`config.mk`:
```
export PLATFORM = sky130hd
export DESIGN_NAME = fft_mag_peak
export DESIGN_NICKNAME = d
export VERILOG_FILES = /design/src/rtl/fft_mag_peak.sv
export SDC_FILE = /design/constraint.sdc
export NUM_CORES = 2
export LEC_CHECK = 0
export BUFFER_PORTS_ARGS = -buffer_cell sky130_fd_sc_hd__buf_2
export CORE_MARGIN = 1.5
export CORE_UTILIZATION = 50
export CTS_CLUSTER_SIZE = 8
export DETAILED_ROUTE_END_ITERATION = 16
export GPL_TIMING_DRIVEN = 0
export PLACE_DENSITY = 0.68
export SETUP_SLACK_MARGIN = 0.1
export SLEW_MARGIN = 20
export SYNTH_ARGS = -nofsm -noshare
export SYNTH_HDL_FRONTEND = slang
export SYNTH_SLANG_ARGS = --single-unit
```
`constraint.sdc`:
```
create_clock -name clk -period 12 [get_ports clk]
set_input_delay 2.4 -clock clk [delete_from_list [all_inputs] [get_ports clk]]
set_output_delay 2.4 -clock clk [all_outputs]
set_load 0.05 [all_outputs]
```
`src/rtl/fft_mag_peak.sv`:
```
//==============================================================================
// Module   : fft_mag_peak
// Purpose  : Squared magnitude of complex FP32 bins with output FIFO and per-frame peak.
// Revision : 1.0
//==============================================================================
`default_nettype none

// FP32 multiplier core (RNE, subnormals flushed to zero), fixed latency LAT >= 1.
module fft_mag_peak_fpmul #(
  parameter int LAT = 6
) (
  input  logic        clk,
  input  logic [31:0] a,
  input  logic [31:0] b,
  output logic [31:0] y
);
  logic               w_a_nan, w_b_nan, w_a_inf, w_b_inf, w_a_zero, w_b_zero, w_sign;
  logic        [47:0] w_prod;
  logic        [23:0] w_m24;
  logic        [24:0] w_m;
  logic               w_g, w_st, w_inc;
  logic signed [10:0] w_e;
  logic        [31:0] w_res;
  logic        [31:0] r_pipe [LAT];

  always_comb begin
    w_a_nan  = (&a[30:23]) && (|a[22:0]);
    w_b_nan  = (&b[30:23]) && (|b[22:0]);
    w_a_inf  = (&a[30:23]) && !(|a[22:0]);
    w_b_inf  = (&b[30:23]) && !(|b[22:0]);
    w_a_zero = !(|a[30:23]);
    w_b_zero = !(|b[30:23]);
    w_sign   = a[31] ^ b[31];
    w_prod   = {24'h0, 1'b1, a[22:0]} * {24'h0, 1'b1, b[22:0]};
    w_e      = $signed({3'b000, a[30:23]}) + $signed({3'b000, b[30:23]}) - 11'sd127
             + (w_prod[47] ? 11'sd1 : 11'sd0);
    if (w_prod[47]) begin
      w_m24 = w_prod[47:24];
      w_g   = w_prod[23];
      w_st  = |w_prod[22:0];
    end else begin
      w_m24 = w_prod[46:23];
      w_g   = w_prod[22];
      w_st  = |w_prod[21:0];
    end
    w_inc = w_g & (w_st | w_m24[0]);
    w_m   = {1'b0, w_m24} + {24'h0, w_inc};
    if (w_m[24]) begin
      w_m = w_m >> 1;
      w_e = w_e + 11'sd1;
    end
    if (w_a_nan || w_b_nan || (w_a_inf && w_b_zero) || (w_b_inf && w_a_zero))
      w_res = 32'h7FC0_0000;
    else if (w_a_inf || w_b_inf)
      w_res = {w_sign, 8'hFF, 23'h0};
    else if (w_a_zero || w_b_zero || (w_e <= 11'sd0))
      w_res = {w_sign, 31'h0};
    else if (w_e >= 11'sd255)
      w_res = {w_sign, 8'hFF, 23'h0};
    else
      w_res = {w_sign, w_e[7:0], w_m[22:0]};
  end

  always_ff @(posedge clk) r_pipe[0] <= w_res;

  for (genvar i = 1; i < LAT; i++) begin : g_stage
    always_ff @(posedge clk) r_pipe[i] <= r_pipe[i-1];
  end

  assign y = r_pipe[LAT-1];
endmodule

// FP32 adder core (RNE, subnormals flushed to zero), fixed latency LAT >= 1.
module fft_mag_peak_fpadd #(
  parameter int LAT = 8
) (
  input  logic        clk,
  input  logic [31:0] a,
  input  logic [31:0] b,
  output logic [31:0] y
);
  logic               w_a_nan, w_b_nan, w_a_inf, w_b_inf, w_a_zero, w_b_zero;
  logic        [31:0] w_big, w_sml, w_res;
  logic         [7:0] w_d;
  logic        [26:0] w_mb, w_ms_full, w_ms;
  logic        [27:0] w_s;
  logic        [24:0] w_m;
  logic               w_g, w_st, w_inc;
  logic signed [10:0] w_e;
  logic        [31:0] r_pipe [LAT];

  always_comb begin
    w_a_nan  = (&a[30:23]) && (|a[22:0]);
    w_b_nan  = (&b[30:23]) && (|b[22:0]);
    w_a_inf  = (&a[30:23]) && !(|a[22:0]);
    w_b_inf  = (&b[30:23]) && !(|b[22:0]);
    w_a_zero = !(|a[30:23]);
    w_b_zero = !(|b[30:23]);
    if (a[30:0] >= b[30:0]) begin
      w_big = a;
      w_sml = b;
    end else begin
      w_big = b;
      w_sml = a;
    end
    w_d       = w_big[30:23] - w_sml[30:23];
    w_mb      = {1'b1, w_big[22:0], 3'b000};
    w_ms_full = {1'b1, w_sml[22:0], 3'b000};
    // Bits shifted out of the smaller operand collapse into the sticky bit.
    if (w_d >= 8'd27)
      w_ms = 27'd1;
    else begin
      w_ms    = w_ms_full >> w_d;
      w_ms[0] = w_ms[0] | (|(w_ms_full & ~(27'h7FF_FFFF << w_d)));
    end
    w_e = $signed({3'b000, w_big[30:23]});
    if (w_big[31] == w_sml[31]) begin
      w_s = {1'b0, w_mb} + {1'b0, w_ms};
      if (w_s[27]) begin
        w_s = {1'b0, w_s[27:2], w_s[1] | w_s[0]};
        w_e = w_e + 11'sd1;
      end
    end else begin
      w_s = {1'b0, w_mb} - {1'b0, w_ms};
      for (int i = 0; i < 26; i++) begin
        if (!w_s[26] && (w_s != 28'h0)) begin
          w_s = w_s << 1;
          w_e = w_e - 11'sd1;
        end
      end
    end
    w_g   = w_s[2];
    w_st  = |w_s[1:0];
    w_inc = w_g & (w_st | w_s[3]);
    w_m   = {1'b0, w_s[26:3]} + {24'h0, w_inc};
    if (w_m[24]) begin
      w_m = w_m >> 1;
      w_e = w_e + 11'sd1;
    end
    if (w_a_nan || w_b_nan || (w_a_inf && w_b_inf && (a[31] != b[31])))
      w_res = 32'h7FC0_0000;
    else if (w_a_inf)
      w_res = a;
    else if (w_b_inf)
      w_res = b;
    else if (w_a_zero && w_b_zero)
      w_res = {a[31] & b[31], 31'h0};
    else if (w_a_zero)
      w_res = b;
    else if (w_b_zero)
      w_res = a;
    else if ((w_s == 28'h0) || (w_e <= 11'sd0))
      w_res = 32'h0;
    else if (w_e >= 11'sd255)
      w_res = {w_big[31], 8'hFF, 23'h0};
    else
      w_res = {w_big[31], w_e[7:0], w_m[22:0]};
  end

  always_ff @(posedge clk) r_pipe[0] <= w_res;

  for (genvar i = 1; i < LAT; i++) begin : g_stage
    always_ff @(posedge clk) r_pipe[i] <= r_pipe[i-1];
  end

  assign y = r_pipe[LAT-1];
endmodule

module fft_mag_peak #(
  parameter int MUL_LAT    = 6,
  parameter int ADD_LAT    = 8,
  parameter int FIFO_DEPTH = 32,
  parameter int IDX_W      = 8
) (
  input  logic             clk,
  input  logic             rst,
  input  logic             in_valid,
  output logic             in_ready,
  input  logic [31:0]      in_re,
  input  logic [31:0]      in_im,
  input  logic             in_last,
  output logic             out_valid,
  input  logic             out_ready,
  output logic [31:0]      out_mag,
  output logic [IDX_W-1:0] out_idx,
  output logic             out_last,
  output logic             peak_valid,
  output logic [31:0]      peak_mag,
  output logic [IDX_W-1:0] peak_idx,
  output logic             nan_seen
);
  localparam int c_lat = MUL_LAT + ADD_LAT;
  localparam int c_aw  = (FIFO_DEPTH > 1) ? $clog2(FIFO_DEPTH) : 1;
  localparam int c_cw  = $clog2(FIFO_DEPTH + c_lat + 1) + 1;
  localparam int c_ew  = 1 + IDX_W + 32;
  localparam logic [c_cw-1:0] c_depth    = c_cw'(FIFO_DEPTH);
  localparam logic [c_aw-1:0] c_ptr_last = c_aw'(FIFO_DEPTH - 1);

  logic             w_acc, w_fend, w_push, w_pop, w_ex_nan, w_upd;
  logic [31:0]      w_rr, w_ii, w_ex_mag, w_pk_mag;
  logic [IDX_W-1:0] w_pk_idx;
  logic [c_cw-1:0]  w_inflight;
  logic [c_ew-1:0]  w_head;

  logic [IDX_W-1:0] r_idx;
  logic [c_lat-1:0] r_sb_v, r_sb_last;
  logic [IDX_W-1:0] r_sb_idx [c_lat];
  logic [c_ew-1:0]  r_mem [FIFO_DEPTH];
  logic [c_aw-1:0]  r_wp, r_rp;
  logic [c_cw-1:0]  r_count;
  logic             r_have, r_pk_nan;
  logic [31:0]      r_pk_mag;
  logic [IDX_W-1:0] r_pk_idx;

  fft_mag_peak_fpmul #(.LAT(MUL_LAT)) u_mul_re (.clk(clk), .a(in_re), .b(in_re), .y(w_rr));
  fft_mag_peak_fpmul #(.LAT(MUL_LAT)) u_mul_im (.clk(clk), .a(in_im), .b(in_im), .y(w_ii));
  fft_mag_peak_fpadd #(.LAT(ADD_LAT)) u_add    (.clk(clk), .a(w_rr),  .b(w_ii),  .y(w_ex_mag));

  // Credit covers every bin already committed to a FIFO slot, so pushes never overflow.
  assign w_inflight = c_cw'($countones(r_sb_v));
  assign in_ready   = (r_count + w_inflight) < c_depth;
  assign w_acc      = in_valid && in_ready;
  assign w_fend     = in_last || (r_idx == {IDX_W{1'b1}});

  always_ff @(posedge clk or posedge rst) begin
    if (rst) begin
      r_idx     <= '0;
      r_sb_v    <= '0;
      r_sb_last <= '0;
      for (int i = 0; i < c_lat; i++) r_sb_idx[i] <= '0;
    end else begin
      if (w_acc) r_idx <= w_fend ? '0 : r_idx + 1'b1;
      // Frame end (explicit or forced) travels as the single last flag.
      r_sb_v      <= {r_sb_v[c_lat-2:0], w_acc};
      r_sb_last   <= {r_sb_last[c_lat-2:0], w_acc && w_fend};
      r_sb_idx[0] <= r_idx;
      for (int i = 1; i < c_lat; i++) r_sb_idx[i] <= r_sb_idx[i-1];
    end
  end

  assign w_push    = r_sb_v[c_lat-1];
  assign out_valid = (r_count != '0);
  assign w_pop     = out_valid && out_ready;
  assign w_head    = r_mem[r_rp];
  assign out_mag   = out_valid ? w_head[31:0] : 32'h0;
  assign out_idx   = out_valid ? w_head[IDX_W+31:32] : '0;
  assign out_last  = out_valid && w_head[c_ew-1];

  always_ff @(posedge clk) begin
    if (w_push) r_mem[r_wp] <= {r_sb_last[c_lat-1], r_sb_idx[c_lat-1], w_ex_mag};
  end

  always_ff @(posedge clk or posedge rst) begin
    if (rst) begin
      r_wp    <= '0;
      r_rp    <= '0;
      r_count <= '0;
    end else begin
      if (w_push) r_wp <= (r_wp == c_ptr_last) ? '0 : r_wp + 1'b1;
      if (w_pop)  r_rp <= (r_rp == c_ptr_last) ? '0 : r_rp + 1'b1;
      if (w_push && !w_pop)      r_count <= r_count + 1'b1;
      else if (!w_push && w_pop) r_count <= r_count - 1'b1;
    end
  end

  assign w_ex_nan = (&w_ex_mag[30:23]) && (|w_ex_mag[22:0]);
  assign w_upd    = w_push && !w_ex_nan && (!r_have || (w_ex_mag[30:0] > r_pk_mag[30:0]));
  assign w_pk_mag = w_upd ? w_ex_mag : r_pk_mag;
  assign w_pk_idx = w_upd ? r_sb_idx[c_lat-1] : r_pk_idx;

  always_ff @(posedge clk or posedge rst) begin
    if (rst) begin
      r_have     <= 1'b0;
      r_pk_nan   <= 1'b0;
      r_pk_mag   <= '0;
      r_pk_idx   <= '0;
      peak_valid <= 1'b0;
      peak_mag   <= '0;
      peak_idx   <= '0;
      nan_seen   <= 1'b0;
    end else begin
      peak_valid <= w_push && r_sb_last[c_lat-1];
      if (w_push) begin
        if (r_sb_last[c_lat-1]) begin
          peak_mag <= w_pk_mag;
          peak_idx <= w_pk_idx;
          nan_seen <= r_pk_nan | w_ex_nan;
          r_have   <= 1'b0;
          r_pk_nan <= 1'b0;
          r_pk_mag <= '0;
          r_pk_idx <= '0;
        end else begin
          r_have   <= r_have | w_upd;
          r_pk_nan <= r_pk_nan | w_ex_nan;
          r_pk_mag <= w_pk_mag;
          r_pk_idx <= w_pk_idx;
        end
      end
    end
  end
endmodule

`default_nettype wire

```
==> metrics <==
sequential area share after synthesis=between 40 and 50%; crit path setup slack, layout=0.254 ns; Nets=approximately 11,000; routed len/inst=26.2 um; clk_lat worst skew=0.96 ns; register clock-pin slew on the reported worst setup and hold paths=0.06 ns; CP most frequent cell=buf_8; CP max FO=10; post-place setup slack=-4.76 ns; Via-to-Cell Ratio=5.91; class of the worst hold path=register to register; CTS tree=yes; Die Width=484 um; unrepaired setup endpoints after global routing=yes; ratio of cells with drive above 1 in the final layout=17.5%; DR vias=74,300; Synth top area share=33.2%; Area growth, synth to finish=15.5%; Post-Syn Nets=10,100; Async SR Flop Fraction=11.6%; setup TNS=0 ns; Final GP Congestion=0.997; die area=approximately 230,000 sq um; Max Cap Violations=0; Root Buffer=clkbuf_16; CP endpoint kind=register; synth cell count leaders=1,280 x edfxtp_1, 1,148 x inv_1, 856 x fa_1; fin crit period=11.75 ns; final wirelength=330,000 um; First-pass DRT Iterations=8; Yosys Warn Count=0; Final Instance Area=between 100,000 and 150,000 sq um; max-slew violation count=0; GRT Residual Overflow=0; f_max=0.0851 GHz; Post-synth top flop=edfxtp_1; max incr delay on CP=0.72 ns; first-pass GRT wire length=just under 500,000 um; # setup viols final=0; Post-Syn Area=116,000 sq um; EDFF count, synth=1,280; Final HPWL DP=approximately 240,000 um; die span in y=484 um; cells after synthesis=8,736; Rows=176; Worst Max-Slew Pin Slew=1.18 ns; Port Buffers=145; H-tree levels=5; final clock skew=0.102 ns; Worst Path Required=12.76 ns; final hold violation count=0; Cell variety after synth=145; initial core utilization=50.3%; clk buf depth=4; Synth Area per Inst=13.3 sq um; area of the core=around 230,000 sq um; largest net degree at the start of global routing=98; number of global-route vias before repair=77,900; synth top area cells=edfxtp_1 33%, fa_1 15%, dfxtp_1 11%; initial antenna violation count=16; GRT Util Overall=28.1%; Post-DP Area=123,000 sq um; CP Class=register to register; top-count cell post-synth=edfxtp_1; cts bufs inserted=319; fin crit share=a little over nine tenths; CTS sink count=2,149; Crit-path slowest cell=dfxtp_1; antenna-violating nets left=0; initial DRC count=about 7,600; crit path launch type=register; Yosys reg bits=between 2,000 and 2,500; remaining routing DRC violations=0; cts hold-fix bufs=0; CP arrival=about 13 ns; Synth area leader=edfxtp_1; max_slew headroom=between 20% and 30%; status=complete, no violations; # IOs=about 150
worst max-delay path, delay by kind of cell (launching register included):
family	cells	cell delay [ns]
AND/OR/NAND/NOR	16	3.30
adder cells (fa/ha/maj)	5	1.42
flip-flops	1	0.72
buffers and inverters	12	2.16
AO/OA/AOI/OAI	16	3.93
metrics by stage:
step	std cells	hold slack [ns]	util [%]
after floorplan	8736	0.310	-
after global placement	11900	0.310	52.3
after detailed placement	12100	0.312	53.3
after CTS	12500	0.266	57.6
after global routing	12600	0.274	58.1
final	12600	0.267	58.1
sequential cells by signal (all words and copies together), names as in the netlist:
register and count:
nan_seen 1, peak_idx 8, peak_mag 32, peak_valid 1, r_count 7, r_have 1
r_idx 8, r_mem 1280, r_pk_idx 8, r_pk_mag 32, r_pk_nan 1, r_rp 5
r_sb_idx 112, r_sb_last 14, r_sb_v 14, r_wp 5, u_add.r_pipe 248, u_mul_im.r_pipe 186
u_mul_re.r_pipe 186
layout by cell type (no fill, tap or decap), types with 268 or more instances in the layout:
| master | n |
|---|---|
| clkbuf_16 | 330 |
| dfxtp_1 | 566 |
| mux4_2 | 418 |
| clkbuf_1 | 278 |
| nand2_1 | 521 |
| fa_1 | 845 |
| nor2_1 | 375 |
| and2_1 | 268 |
| ha_1 | 463 |
| edfxtp_1 | 1280 |
| inv_1 | 1133 |
worst paths after layout:
check / startpoint / to / slack (ns) / cells after the start
worst max-delay path: u_mul_re.r_pipe[5][19] / u_add.r_pipe[0][25] / 0.25 / 49
worst min-delay path: u_add.r_pipe[1][41] / u_add.r_pipe[1][73] / 0.27 / 0
worst max register to register: u_mul_re.r_pipe[5][19] / u_add.r_pipe[0][25] / 0.25 / 49
worst min register to register: u_add.r_pipe[1][41] / u_add.r_pipe[1][73] / 0.27 / 0
max in group asynchronous: rst / r_pk_mag[7] / 9.08 / 4
min in group asynchronous: rst / r_sb_idx[28] / 1.51 / 2
per-layer routing:
metal | share of wire (%) | GRT usage [%] | routed length, um | vias up
li1 | - | - | - | 32000
met1 | 38 | 35.2 | 125000 | 37800
met2 | 49 | 47.1 | 160000 | 3706
met3 | 7.8 | 4.82 | 25600 | 826
met4 | 5.6 | 14.5 | 18500 | 16
met5 | 0.029 | 0 | 97 | -
kinds of logic after synthesis:
| logic type | share of synthesized area, % |
|---|---|
| xor gates and xnor gates | 1.64 |
| adders and majority gates | 19.9 |
| other | 0.00324 |
| and+or+nand+nor | 7.88 |
| muxes | 9.49 |
| buffers and inverters | 5.12 |
| AOI/OAI and AO/OA | 6.62 |
| DFF | 49.3 |
layout make-up:
type / count / area, sq um
buffer: 355 / 2450
fill: 17900 / 96400
antenna: 6 / 15.0
clock inverter: 6 / 75.1
timing repair buffer: 368 / 3470
sequential: 2149 / 57200
inverter: 1162 / 4450
tap: 3026 / 3790
clock buffer: 447 / 8620
multi-input combinational: 5063 / 53600
repair_timing:
item | 4_1_cts | 5_1_grt
pin swaps | 16 | 44
cloned | 0 | 3
endpoints found under the hold margin | 0 | 0
endpoints found under the setup margin | 93 | 93
resized for setup | 303 | 293
buffers inserted | 41 | 35
Power is left out: the tool's default activity adds up to more than one toggle a clock period on the data nets, which glitch-free logic cannot reach.
